`config.mk`:
```
export PLATFORM = sky130hd
export DESIGN_NAME = demux_sched
export DESIGN_NICKNAME = d
export VERILOG_FILES = /design/src/rtl/demux_sched.sv
export SDC_FILE = /design/constraint.sdc
export NUM_CORES = 1
export LEC_CHECK = 0
export BUFFER_PORTS_ARGS = -buffer_cell sky130_fd_sc_hd__buf_2
export CAP_MARGIN = 20
export CORE_UTILIZATION = 30
export DETAILED_ROUTE_END_ITERATION = 16
export GPL_ROUTABILITY_DRIVEN = 0
export PLACE_DENSITY = 0.65
export SYNTH_ARGS = -nofsm -noshare
export SYNTH_HDL_FRONTEND = slang
export SYNTH_SLANG_ARGS = --single-unit
```
`constraint.sdc`:
```
create_clock -name clk -period 3 [get_ports clk]
set_input_delay 0.45 -clock clk [delete_from_list [all_inputs] [get_ports clk]]
set_output_delay 0.45 -clock clk [all_outputs]
set_load 0.02 [all_outputs]
```
`src/rtl/demux_sched.sv`:
```
// Round-robin 1:4 demux scheduler with a single-entry output register.
// Define DEMUX_SCHED_BURST_EN to keep every beat of a packet on one channel.
module demux_sched #(
   parameter int W = 8
) (
   input  logic         clk,
   input  logic         rst_n,
   input  logic         en,
   input  logic [3:0]   chan_mask,
   input  logic         in_valid,
   input  logic [W-1:0] in_data,
   input  logic         in_last,
   output logic         in_ready,
   output logic [W-1:0] out_data,
   output logic [3:0]   out_valid,
   input  logic [3:0]   out_ready,
   output logic [1:0]   sel
);

   logic         full_q, full_d;
   logic [W-1:0] data_q, data_d;
   logic [1:0]   sel_q, sel_d;
   logic [1:0]   ptr_q, ptr_d;
   logic [1:0]   pick;
   logic [1:0]   target;
   logic         found;
   logic         drain;
   logic         accept;

   assign drain    = full_q && out_ready[sel_q];
   assign in_ready = en && (chan_mask != 4'b0000) && (!full_q || out_ready[sel_q]);
   assign accept   = in_valid && in_ready;

   assign out_data  = data_q;
   assign sel       = sel_q;
   assign out_valid = full_q ? (4'b0001 << sel_q) : 4'b0000;

   // First eligible channel scanning upward from the rotation pointer.
   always_comb begin
      pick  = ptr_q;
      found = 1'b0;
      for (int i = 0; i < 4; i++) begin
         if (!found && chan_mask[ptr_q + 2'(i)]) begin
            pick  = ptr_q + 2'(i);
            found = 1'b1;
         end
      end
   end

`ifdef DEMUX_SCHED_BURST_EN
   logic       locked_q, locked_d;
   logic [1:0] lock_sel_q, lock_sel_d;

   assign target = locked_q ? lock_sel_q : pick;

   always_comb begin
      full_d     = full_q;
      data_d     = data_q;
      sel_d      = sel_q;
      ptr_d      = ptr_q;
      locked_d   = locked_q;
      lock_sel_d = lock_sel_q;
      if (accept) begin
         full_d = 1'b1;
         data_d = in_data;
         sel_d  = target;
         // Pointer only moves on packet boundaries; mid-packet the target stays pinned.
         if (in_last) begin
            ptr_d    = target + 2'd1;
            locked_d = 1'b0;
         end else begin
            locked_d   = 1'b1;
            lock_sel_d = target;
         end
      end else if (drain) begin
         full_d = 1'b0;
      end
   end

   always_ff @(posedge clk or negedge rst_n) begin
      if (!rst_n) begin
         locked_q   <= 1'b0;
         lock_sel_q <= 2'd0;
      end else begin
         locked_q   <= locked_d;
         lock_sel_q <= lock_sel_d;
      end
   end
`else
   logic unused_last;

   assign target      = pick;
   assign unused_last = in_last;

   always_comb begin
      full_d = full_q;
      data_d = data_q;
      sel_d  = sel_q;
      ptr_d  = ptr_q;
      if (accept) begin
         full_d = 1'b1;
         data_d = in_data;
         sel_d  = target;
         ptr_d  = target + 2'd1;
      end else if (drain) begin
         full_d = 1'b0;
      end
   end
`endif

   always_ff @(posedge clk or negedge rst_n) begin
      if (!rst_n) begin
         full_q <= 1'b0;
         data_q <= '0;
         sel_q  <= 2'd0;
         ptr_q  <= 2'd0;
      end else begin
         full_q <= full_d;
         data_q <= data_d;
         sel_q  <= sel_d;
         ptr_q  <= ptr_d;
      end
   end

endmodule

```
# ---- Word-level counts from Yosys, hierarchy flattened
# Index checks and enable logic that the tools add are counted.
dict set report totals {
  reg_bits 13
  in_bits 21
  wordCells 47
  output_inout_bits 15
}
dict set report classes {
  mux 19
  n_reduce_logical 14
  shift 1
  addsub 4
  n_lt_le_gt_ge 5
}
# op count
set ops {}
lappend ops {{$lt A2 B3 Y1 const B} 5}
lappend ops {{$bmux W1 S2} 5}
lappend ops {{$mux W1} 10}
lappend ops {{$logic_and A1 B1 Y1} 7}
lappend ops {{$mux W2} 3}
lappend ops {{$add A2 B1 Y2 const B} 2}
lappend ops {{$add A2 B2 Y2 const B} 2}
lappend ops {{$logic_not A1 Y1} 4}
lappend ops {{$mux W4} 1}
lappend ops {{$reduce_bool A4 Y1} 1}
lappend ops {{$shl A1 B2 Y4 const A} 1}
lappend ops {{$reduce_bool A2 Y1} 1}
lappend ops {{$logic_or A1 B1 Y1} 1}

# ---- Depth between registers and ports, before layout
dict set report logic_depth {
  ltp_word 13
  ltp_mapped 5
  mapped_depth_nobuf 4
}

# ---- Worst setup path before layout
# OpenSTA, ideal clock, no wires.
dict set report synth_path {
  path_kind {register -> output}
  startpoint {reg sel_q[1], in the netlist sel[1]}
  endpoint {out in_ready}
  path_buffers 0
  path_stages_with_launch 4
  arrival_time_ns 1.383
  path_slack_ns 1.167
  required_ns 2.550
  path_cell_list {dfrtp_1 -> mux2_2 -> o22a_4 -> and3_2}
}
dict set report synth_via {
  elab_chain_cells 4
}
# element line_no
set synth_lines {}
lappend synth_lines {{start, declared} 22} ;# logic [1:0] sel_q, sel_d;
lappend synth_lines {{start signal, assigned} 120} ;# sel_q <= sel_d;
lappend synth_lines {{$bmux W1 S2} 31} ;# assign in_ready = en && (chan_mask != 4'b0000) && (!full_q || out_ready[sel_q]);
lappend synth_lines {{$mux W1 (implied by the code)} 31}
lappend synth_lines {{$logic_or A1 B1 Y1} 31}
lappend synth_lines {{$logic_and A1 B1 Y1} 31}
lappend synth_lines {{end, declared} 13} ;# output logic in_ready,
# No other way between the ends. The select of a mux whose other input is x is not followed.

# ---- Worst setup path after layout
# Ends and elaborated chain as after synthesis.

==> out/metrics.yaml <==
timing:
  fin_crit_ps: 2160
  worst_pin_slew_ps: 302
  fin_tns_setup_ps: 0
  rsz0062_at_grt: "no"
  finalHoldViolCount: 0
  fin_worst_skew_ps: 0.642
  drv_slew: 0
  fin_crit_sh: 0.721
  fmax_mhz: 462
  relSlewSlack: 0.799
  setup_violations: 0
logic_synthesis:
  syn_inst: 61
  synthAdderAreaFrac: 0
  synth_area_leader_cell: "dfrtp_1"
  syn_nets: 82
  yosys-top-cells-area: "dfrtp_1, mux2_4, mux2_2"
  synth_top_family_by_area: "multiplexers"
  synth_common_cells: "dfrtp_1, mux2_4, nor2_1"
  synthSimpleGateAreaFrac: 0.179
  netlist_area_um2: 734
  yosysMostFrequentCell: "dfrtp_1"
  synth_edf_count: 0
  async_reset_ff_frac: 1.00
  yosysWarnings: 0
  synth_xor_area_frac: 0
  synth_compound_area_frac: 0.109
  syn_area_per_cell_um2: 12.0
  synth_ff_type: "dfrtp_1"
  ys_seq_area_frac: 0.443
  ys_types: 22
  synth-seq-cells: 13
  muxShareOfSynthArea: 0.244
  netlist.area_leader.share: 0.443
setup_path:
  cp.arrival_ps: 1710
  crit_start: "sel[1]"
  rrSetupSlack_ps: 1180
  end_kind: "output port"
  worstSetupPathType: "flop to output port"
  cp-endpoint: "in_ready"
  required_ps: 2550
  r2r_start: "sel[1]"
  path_max_fanout: 8
  regToRegEndpoint: "out_data[5]"
  worst_setup_path_start_kind: "flop"
  ff2ff_path_depth: 4
drt:
  drcViolationCount: 0
  firstDrtPassIters: 2
  via_per_inst: 4.72
  ant_nets: 0
  routed_wl_um: 1390
  num_vias: 595
  wl_per_cell_um: 11.0
  detail_route.iter0.violations: 4
pwr:
  p_seq_frac: 0.375
  switchingPower_mw: 0.337
  p_leak_nw: 0.503
  combinationalPowerShare: 0.502
  pwr_density_cell_nw_per_um2: 895
  irDropWorstVdd_mv: 0.397
  power_frac_clock: 0.123
  p_int_mw: 0.517
  p_total_mw: 0.854
  p_sw_frac: 0.395
grt:
  grt_pass1_vias: 503
  grtUsageTotal: 0.115
  grt_max_degree: 14
  overflow: 0
  antenna_found_initial: 0
  grt_pass1_wl_um: 2190
min_path:
  hold_path_class: "input port to async pin"
floorplan:
  ios: 36
  dieWidth_um: 51.5
  die_area_um2: 2650
  dieHeight_um: 51.5
  initial_core_util: 0.326
  rows: 17
  core_area_um2: 2250
clock_tree:
  cts_tree: "built"
  path_clk_slew_ps: 80
  cts_buffers: 3
  insertion_delay_ps: 270
  root_buffer: "clkbuf_4"
  clock-sinks: 13
  post_cts_buffers: 0
  cts_resized: 0
  cts.path.max_buffers: 2
  cts_htree_levels: 1
  ctsHoldBuffers: 0
run_status:
  status: "completed"
job:
  maxCapViolations: 0
cells_and_area:
  diodes: 0
  drive_above_1_share: 0.571
  finish.instance_area_um2: 955
  area_growth_pct: 30.0
  instances_no_fill: 126
  final_net_count: 120
placement:
  placement.io_buffers: 34
  dp.cells: 122
  placed_cell_area_um2: 928
  hpwl_um: 1080
## worst min-delay path by stage
stage               start          end  cells past startpoint
global placement    rst_n  out_data[4]                      1
CTS                 rst_n  out_data[4]                      1
finish              rst_n  out_data[4]                      1
global route        rst_n  out_data[4]                      1
floorplan           rst_n       full_q                      0
detailed placement  rst_n  out_data[4]                      1
## metal layers
| layer | track usage | vias up | part of all wire |
|---|---|---|---|
| li1 | - | 295 | - |
| met1 | 0.144 | 280 | 0.46 |
| met2 | 0.177 | 18 | 0.49 |
| met3 | 0.0446 | 2 | 0.040 |
| met4 | 0.0405 | 0 | 0.0058 |
| met5 | 0 | - | 0 |
## cells in the final DEF (no fill, tap or decap), drive strengths merged
cell type  count
nand2          4
buf           34
nor2           5
a31o           1
o22a           1
mux2i          1
nand4          1
inv            2
o21ai          2
dfrtp         13
mux2          12
clkbuf         4
o2111a         1
nor2b          1
and3           3
a21oi          3
nand2b         3
a221o          1
or2b           1
nor3           2
a21o           1
nand3          2
## through the flow
stage               utilization  worst slack [ps]  hold WS [ps]
finish                    0.423               837          49.6
floorplan                     -              1170           154
global route              0.423               757          49.4
CTS                       0.423               816          46.6
detailed placement        0.412              1130           351
global placement          0.412              1150           350
## cell type report
| class | count | area (um2) |
|---|---|---|
| Multi-Input combinational cell | 45 | 390 |
| Sequential cell | 13 | 325 |
| Clock buffer | 4 | 26.3 |
| Tap cell | 28 | 35.0 |
| Inverter | 2 | 7.51 |
| Fill cell | 228 | 1300 |
| Timing Repair Buffer | 34 | 170 |
## worst max-delay path: stages (launching register included)
cell and delay (ps):
dfrtp_1 470, mux2_2 370, o22a_4 250, and3_2 190, buf_2 150
## sequential cells by signal (all words and copies together) (netlist names)
| signal | count |
|---|---|
| out_data | 8 |
| sel | 2 |
| ptr_q | 2 |
| full_q | 1 |
## power by group through the flow
| stage | Clock, mW | Combinational, mW | Sequential [mW] |
|---|---|---|---|
| 3_3_place_gp | 0 | 0.429 | 0.320 |
| 3_5_place_dp | 0 | 0.432 | 0.324 |
| 6_report | 0.105 | 0.429 | 0.320 |
| 5_1_grt | 0.121 | 0.462 | 0.334 |
| 2_1_floorplan | 0 | 0.242 | 0.388 |
| 4_1_cts | 0.111 | 0.434 | 0.320 |
## logic make-up after synthesis
logic type	after synthesis
DFF	13
muxes	13
and+or+nand+nor	22
AOI/OAI and AO/OA	10
buffers and inverters	3
No activity file was read; power rests on OpenSTA's default activity.
